### config.mk
export PLATFORM = sky130hd
export DESIGN_NAME = rx_word_align_ctrl
export DESIGN_NICKNAME = d
export VERILOG_FILES = /design/src/rtl/rx_word_align_ctrl.sv
export SDC_FILE = /design/constraint.sdc
export NUM_CORES = 1
export LEC_CHECK = 0
export ABC_AREA = 1
export BUFFER_PORTS_ARGS = -buffer_cell sky130_fd_sc_hd__buf_2
export CORE_ASPECT_RATIO = 1.25
export CORE_UTILIZATION = 50
export CTS_CLUSTER_DIAMETER = 50
export DETAILED_ROUTE_END_ITERATION = 7
export GPL_TIMING_DRIVEN = 0
export HOLD_SLACK_MARGIN = 0.02
export PLACE_DENSITY = 0.82
export RECOVER_POWER = 50
export SLEW_MARGIN = 25
export SYNTH_ARGS = -nofsm -noshare
export SYNTH_HDL_FRONTEND = slang
export SYNTH_SLANG_ARGS = --single-unit
### constraint.sdc
create_clock -name FAB_CLK -period 2.2 [get_ports FAB_CLK]
set_input_delay 0.44 -clock FAB_CLK [delete_from_list [all_inputs] [get_ports FAB_CLK]]
set_output_delay 0.44 -clock FAB_CLK [all_outputs]
set_load 0.05 [all_outputs]
### src/rtl/rx_word_align_ctrl.sv
// Receive word aligner for 8:1 geared IOD lanes: searches for a training word,
// pulses RX_BIT_SLIP until it is stable, then reports lock/fail.
//
// Ports:
//   FAB_CLK, ARST_N        fabric clock, async active-low reset
//   ALIGN_START            one-cycle (re)start request, accepted in any state
//   RX_DATA_0[7:0]         deserialised word from the receive IOD
//   RX_BIT_SLIP            registered one-cycle slip pulse to the IOD
//   ALIGN_BUSY/DONE/FAIL   search in progress / locked / gave up
//   BIT_SLIP_CNT[3:0]      slips issued since the last start
//   RX_DATA_ALIGNED[7:0]   RX_DATA_0 delayed one cycle
//   RX_DATA_ALIGNED_VALID  high while locked
module rx_word_align_ctrl #(
    parameter logic [7:0]  TRAIN_PATTERN = 8'hB8,
    parameter int unsigned MATCH_COUNT   = 16,
    parameter int unsigned SLIP_WAIT     = 8,
    parameter int unsigned MAX_SLIPS     = 7
) (
    input  logic       FAB_CLK,
    input  logic       ARST_N,
    input  logic       ALIGN_START,
    input  logic [7:0] RX_DATA_0,
    output logic       RX_BIT_SLIP,
    output logic       ALIGN_BUSY,
    output logic       ALIGN_DONE,
    output logic       ALIGN_FAIL,
    output logic [3:0] BIT_SLIP_CNT,
    output logic [7:0] RX_DATA_ALIGNED,
    output logic       RX_DATA_ALIGNED_VALID
);

    localparam logic [7:0] MATCH_TGT = 8'(MATCH_COUNT);
    localparam logic [7:0] WAIT_LAST = 8'(SLIP_WAIT - 1);
    localparam logic [3:0] SLIP_MAX  = 4'(MAX_SLIPS);

    typedef enum logic [2:0] {
        S_IDLE,
        S_CHECK,
        S_SLIP,
        S_WAIT,
        S_LOCKED,
        S_FAIL
    } state_t;

    state_t     state;
    state_t     state_nx;
    logic [7:0] match_cnt;
    logic [7:0] match_nx;
    logic [7:0] match_inc;
    logic [7:0] wait_cnt;
    logic [7:0] wait_nx;
    logic [3:0] slip_cnt;
    logic [3:0] slip_nx;
    logic       slip_q;
    logic [7:0] data_q;

    // Saturating increment of the run-length counter.
    assign match_inc = (match_cnt == 8'hFF) ? match_cnt : match_cnt + 8'd1;

    always_comb begin
        state_nx = state;
        match_nx = match_cnt;
        wait_nx  = wait_cnt;
        slip_nx  = slip_cnt;
        if (ALIGN_START) begin
            state_nx = S_CHECK;
            match_nx = 8'd0;
            wait_nx  = 8'd0;
            slip_nx  = 4'd0;
        end else begin
            unique case (state)
                S_CHECK: begin
                    if (RX_DATA_0 == TRAIN_PATTERN) begin
                        match_nx = match_inc;
                        if (match_inc == MATCH_TGT) begin
                            state_nx = S_LOCKED;
                        end
                    end else if (slip_cnt < SLIP_MAX) begin
                        match_nx = 8'd0;
                        slip_nx  = slip_cnt + 4'd1;
                        state_nx = S_SLIP;
                    end else begin
                        state_nx = S_FAIL;
                    end
                end
                S_SLIP: begin
                    wait_nx  = 8'd0;
                    state_nx = S_WAIT;
                end
                S_WAIT: begin
                    // IOD output is unreliable while it re-gears after a slip.
                    if (wait_cnt == WAIT_LAST) begin
                        wait_nx  = 8'd0;
                        match_nx = 8'd0;
                        state_nx = S_CHECK;
                    end else begin
                        wait_nx = wait_cnt + 8'd1;
                    end
                end
                default: begin
                    state_nx = state;
                end
            endcase
        end
    end

    always_ff @(posedge FAB_CLK or negedge ARST_N) begin
        if (!ARST_N) begin
            state     <= S_IDLE;
            match_cnt <= 8'd0;
            wait_cnt  <= 8'd0;
            slip_cnt  <= 4'd0;
            slip_q    <= 1'b0;
            data_q    <= 8'd0;
        end else begin
            state     <= state_nx;
            match_cnt <= match_nx;
            wait_cnt  <= wait_nx;
            slip_cnt  <= slip_nx;
            // A start always lands in CHECK, so it also squashes the pulse.
            slip_q    <= (state_nx == S_SLIP);
            data_q    <= RX_DATA_0;
        end
    end

    assign RX_BIT_SLIP           = slip_q;
    assign ALIGN_BUSY            = (state == S_CHECK) ||
                                   (state == S_SLIP)  ||
                                   (state == S_WAIT);
    assign ALIGN_DONE            = (state == S_LOCKED);
    assign ALIGN_FAIL            = (state == S_FAIL);
    assign BIT_SLIP_CNT          = slip_cnt;
    assign RX_DATA_ALIGNED       = data_q;
    assign RX_DATA_ALIGNED_VALID = (state == S_LOCKED);

endmodule
---- Word level (Yosys, flattened, before mapping) ----
Cells that the tools add are included.
cells by class
  reduce and logical (&&, ||, !) cells .... 8
  equal/unequal tests ..................... 13
  multiplexer cells ....................... 19
  order comparisons ....................... 1
  $add $sub $neg .......................... 3
operators by type and width
  cell                                                                   count
  8-bit 2-to-1 mux                                                       7
  8-bit case mux with 2 select lines                                     2
  8-bit by 1-bit adder with 8-bit output (second input constant)         2
  8-bit == test (second input constant)                                  2
  4-bit 2-to-1 mux                                                       4
  3-bit 2-to-1 mux                                                       5
  3-bit by 2-bit == test with 1-bit output (second input constant)       3
  3-bit case mux with 3 select lines                                     1
  8-bit by 3-bit == test with 1-bit output (second input constant)       1
  8-bit by 5-bit == test with 1-bit output (second input constant)       1
  3-bit == test (second input constant)                                  2
  3-bit AND reduction                                                    2
  3-bit nonzero test                                                     2
  4-bit by 1-bit adder with 4-bit output (second input constant)         1
  4-bit by 3-bit < comparator with 1-bit output (second input constant)  1
  4-bit inequality test (second input constant)                          1
  2-bit nonzero test                                                     2
  3-bit by 1-bit == test with 1-bit output (second input constant)       1
  3-bit inequality test (second input constant)                          1
  1-bit logical OR                                                       2
  2-bit inequality test (second input constant)                          1
word-level totals
  bits in registers ....................... 32
  output and inout bits ................... 17
  input bits .............................. 11
  word-level logic and storage cells ...... 50

---- Longest topological paths before layout ----
  word-level depth ........................ 8
  mapped depth ............................ 14

---- Worst setup path before layout ----
Ideal clock, no wire load.
  kind .................................... reg2out
  start point ............................. register state[2]
  end point ............................... output port RX_DATA_ALIGNED_VALID
  data arrival time ....................... 1.993 ns
  path slack .............................. -0.233 ns
  data required time ...................... 1.760 ns
  cell stages (with the launch flop) ...... 4
  path through ............................ dfrtp_1 > inv_1 > nor3_1 > buf_4
on the way
  word-level cells in the longest chain between the ends .. 1
ends and longest elaborated chain
  what                    line  text
  start, declared         45    state_t state;
  start signal, assigned  116   state <= state_nx;
  3-bit == test           n/a
  end, declared           29    output logic RX_DATA_ALIGNED_VALID
No other way between the ends.

---- Final worst setup path ----
  start point ............................. register state[2]
  end point ............................... output port RX_DATA_ALIGNED_VALID
on the way
  word-level cells in the longest chain between the ends .. 1
ends and longest elaborated chain
  what           line  text
  3-bit == test  134   assign RX_DATA_ALIGNED_VALID = (state == S_LOCKED);
No other way between the ends.

==> summary.md <==
| Metric | Value |
|---|---|
| Result of the run | `finished with violations` |
| Violations in the final reports | `max-capacitance violations, max-slew violations` |
| Pre-Repair DR Iteration Count | `6` |
| Vias in the first global route | `1444` |
| Max-slew violations | `33` |
| DRC violation count after routing | `0` |
| Gpl congestion | `0.822` |
| Leftover overflow at the end of global routing | `0` |
| Buffer type at the clock tree root | `clkbuf_8` |
| DRC marker count from the first detailed-route iteration | `33` |
| Fin Setup TNS | `0 ns` |
| Max stage delay cell, worst path | `dfrtp_1` |
| Wire length of the first global-routing pass | `6070 um` |
| Half-perimeter wire length of the detailed placement result | `2640 um` |
| IR Drop Worst-Case VDD | `449 uV` |
| Total wirelength of the detailed-routed design | `3470 um` |
| Mapped cell area | `1690 um2` |
| Vias after detailed routing | `1457` |
| Worst skew pair latency | `0.29 ns` |
| Number of sinks driven by the clock tree | `32` |
| Areal power density over the cells | `683 nW/um2` |
| WP data required | `1.76 ns` |
| Final-report hold violation count | `0` |
| Reg clk slew, reported paths | `0.07 ns` |
| Number of buffer and inverter stages on the critical path | `3` |
| Gate family responsible for the most delay along the worst path | `buffers and inverters` |
| Share of synthesized area occupied by flip-flops and latches | `0.475` |
| Internal | `896 uW` |
| Delay contributed by the slowest stage of the critical path | `0.47 ns` |
| Final critical-path share of the clock period | `0.833` |
| Die boundary width | `53.9 um` |
| Post-layout min period | `1.83 ns` |
| Area delta synth->final | `15.0%` |
| Post-detailed-route via-to-cell ratio | `5.19` |
| Static Leakage | `0.00103 uW` |
| Fill cell instance count of the final layout | `308` |
| Sequential power share | `0.486` |
| Cells resized by post-CTS repair | `0` |
| Initial core utilization | `0.523` |
| Number of buffers inserted during clock tree synthesis | `5` |
| Number of nets with antenna violations after detailed routing | `0` |
| CTS Hold Bufs | `0` |
| Die Span Y | `66.9 um` |
| Row Count | `23` |
| Warnings from Yosys | `0` |
| Distinct cell type count of the synthesized netlist | `29` |
| Switching Share | `0.323` |
| Worst-path cell chain | `inv_1 > nor3_2 > buf_4 > buf_2` |
| Die Area | `3610 um2` |
| Flop2flop setup slack | `0.38 ns` |
| Worst-path fanout max | `7` |
| Critical path class | `flip-flop to primary output` |
| Measured slew at the worst slew-check pin | `1.64 ns` |
| Post-placement cell count | `274` |
| Number of ports placed on the die boundary | `28` |
| Share of cells above drive strength 1 | `0.172` |
| Flip-flop and latch count after synthesis | `32` |
| Worst Setup Slack post-DPL | `0.265 ns` |
| Final Power | `1320 uW` |
| Final setup margin | `0.368 ns` |
| Setup violation total in the final timing report | `0` |
| Worst Clk Skew | `0.00988 ns` |
| Mean Syn Cell Area | `7.99 um2` |
| Sw power | `427 uW` |
| TritonCTS clock tree | `done` |
| Gate count after technology mapping | `211` |
| Clk pwr share | `0.320` |
| Largest net degree at the start of global routing | `33` |
| Placement-stage cell area | `1870 um2` |
| Critical Path End Type | `primary output` |
| Gate power share | `0.194` |
| Startpoint class of the critical path | `flip-flop` |
| Overall Global Routing Usage | `0.238` |
| Count of nets after finishing | `258` |
| Layout Cells excl Fill | `281` |
| # Max-Cap Violations | `1` |
| Worst path arrival time | `1.39 ns` |
| CTS HTree Levels | `2` |
| Setup repair after global routing missed its margin | `false` |
| Path type of the worst min-delay path | `input pin to flip-flop` |
| Net count of the mapped netlist | `225` |
| Placeable core region | `3220 um2` |
| Number of antenna cells inserted | `0` |
| Deepest clock path buffer count | `2` |
| Fmax | `546 MHz` |
| Finished layout cell area | `1940 um2` |
| DR WL/cell | `12.3 um` |
| Post CTS Setup Buffer Count | `0` |
| Initial antenna violation count | `0` |
| Quantity of I/O buffers inserted on ports | `26` |
| Relative slew margins | `-0.0966` |
## routing by layer
| metal | part of all wire | up-vias | GRT usage |
|---|---|---|---|
| li1 | - | 746 | - |
| met3 | 0.037 | 5 | 0.0731 |
| met1 | 0.42 | 684 | 0.248 |
| met4 | 0.014 | 0 | 0.0888 |
| met5 | 0 | - | 0 |
| met2 | 0.53 | 22 | 0.429 |
## synthesized netlist by cell type
cell,count,area share
a21boi_4,1,0.011
a21oi_1,11,0.033
a21oi_2,1,0.0052
a31oi_1,1,0.0037
a31oi_2,1,0.0074
a32o_1,1,0.0059
buf_2,1,0.0030
buf_4,1,0.0045
dfrtp_1,32,0.48
ha_1,3,0.022
inv_1,29,0.065
inv_2,1,0.0022
nand2_1,52,0.12
nand2_2,2,0.0074
nand2_4,1,0.0067
nand3_1,20,0.059
nand3b_1,3,0.013
nand4_1,4,0.015
nor2_1,26,0.058
nor2_2,2,0.0074
nor2_4,1,0.0067
nor2_8,1,0.012
nor3_1,5,0.015
nor3_2,1,0.0059
nor4_1,1,0.0037
o21ai_0,4,0.012
o22ai_1,1,0.0037
xnor2_1,1,0.0052
xor2_1,3,0.016
## cells by family after synthesis
family / synth area share
AOI/OAI and AO/OA: 0.0817
xor gates and xnor gates: 0.0208
adders and majority gates: 0.0223
buffers and inverters: 0.0742
DFF: 0.475
and+or+nand+nor: 0.326
## flip-flops by register name (all words and copies together) (netlist names)
name             count
state                3
match_cnt            8
RX_DATA_ALIGNED      8
RX_BIT_SLIP          1
wait_cnt             8
BIT_SLIP_CNT         4
## area by class of cell
type | instances | area (um2) | area share
clock buffer | 6 | 72.6 | 0.0374
inverter | 30 | 113 | 0.0581
clock inverter | 1 | 5.00 | 0.00258
buffer | 2 | 12.5 | 0.00646
timing repair buffer | 26 | 124 | 0.0639
multi-input combinational | 147 | 764 | 0.394
tap | 37 | 46.3 | 0.0239
sequential | 32 | 801 | 0.413
## final timing paths
check,from,end,cells past startpoint
max in group asynchronous,ARST_N,state[1],1
worst min-delay path,RX_DATA_0[7],RX_DATA_ALIGNED[7],1
min in group asynchronous,ARST_N,match_cnt[2],1
worst min register to register,wait_cnt[0],wait_cnt[0],1
worst max-delay path,state[2],RX_DATA_ALIGNED_VALID,4
worst max register to register,match_cnt[0],RX_BIT_SLIP,13
## metrics by stage
step                       util  hold WS (ns)
after floorplan               -         0.144
after global placement    0.579         0.506
after detailed placement  0.579         0.514
after CTS                 0.603         0.217
after global routing      0.601         0.254
final                     0.601         0.269
## power by group through the flow
stage	clock network (uW)	logic, uW	registers (uW)
3_3_place_gp	0	254	651
2_1_floorplan	0	122	716
6_report	423	257	643
3_5_place_dp	0	260	653
4_1_cts	438	261	642
5_1_grt	467	281	645
## cell usage in the layout, fill, tap and decap left out
master,instances
nor2_2,2
nand3_1,20
nor3_1,4
xnor2_1,1
nor3_2,2
ha_1,3
a21oi_1,11
nand2_1,52
a31oi_1,1
o21ai_0,4
nand2_2,2
nand4_1,4
clkbuf_8,5
nand2_4,1
nor2_4,1
nor2_1,26
a21oi_2,1
clkinv_2,1
buf_2,22
inv_2,1
nor4_1,1
a32o_1,1
buf_4,1
inv_1,29
buf_1,1
nand3b_1,3
nor2_8,1
clkbuf_1,5
xor2_1,3
a31oi_2,1
a21boi_4,1
dfrtp_1,32
o22ai_1,1
Power figures use the tool's default switching activity.
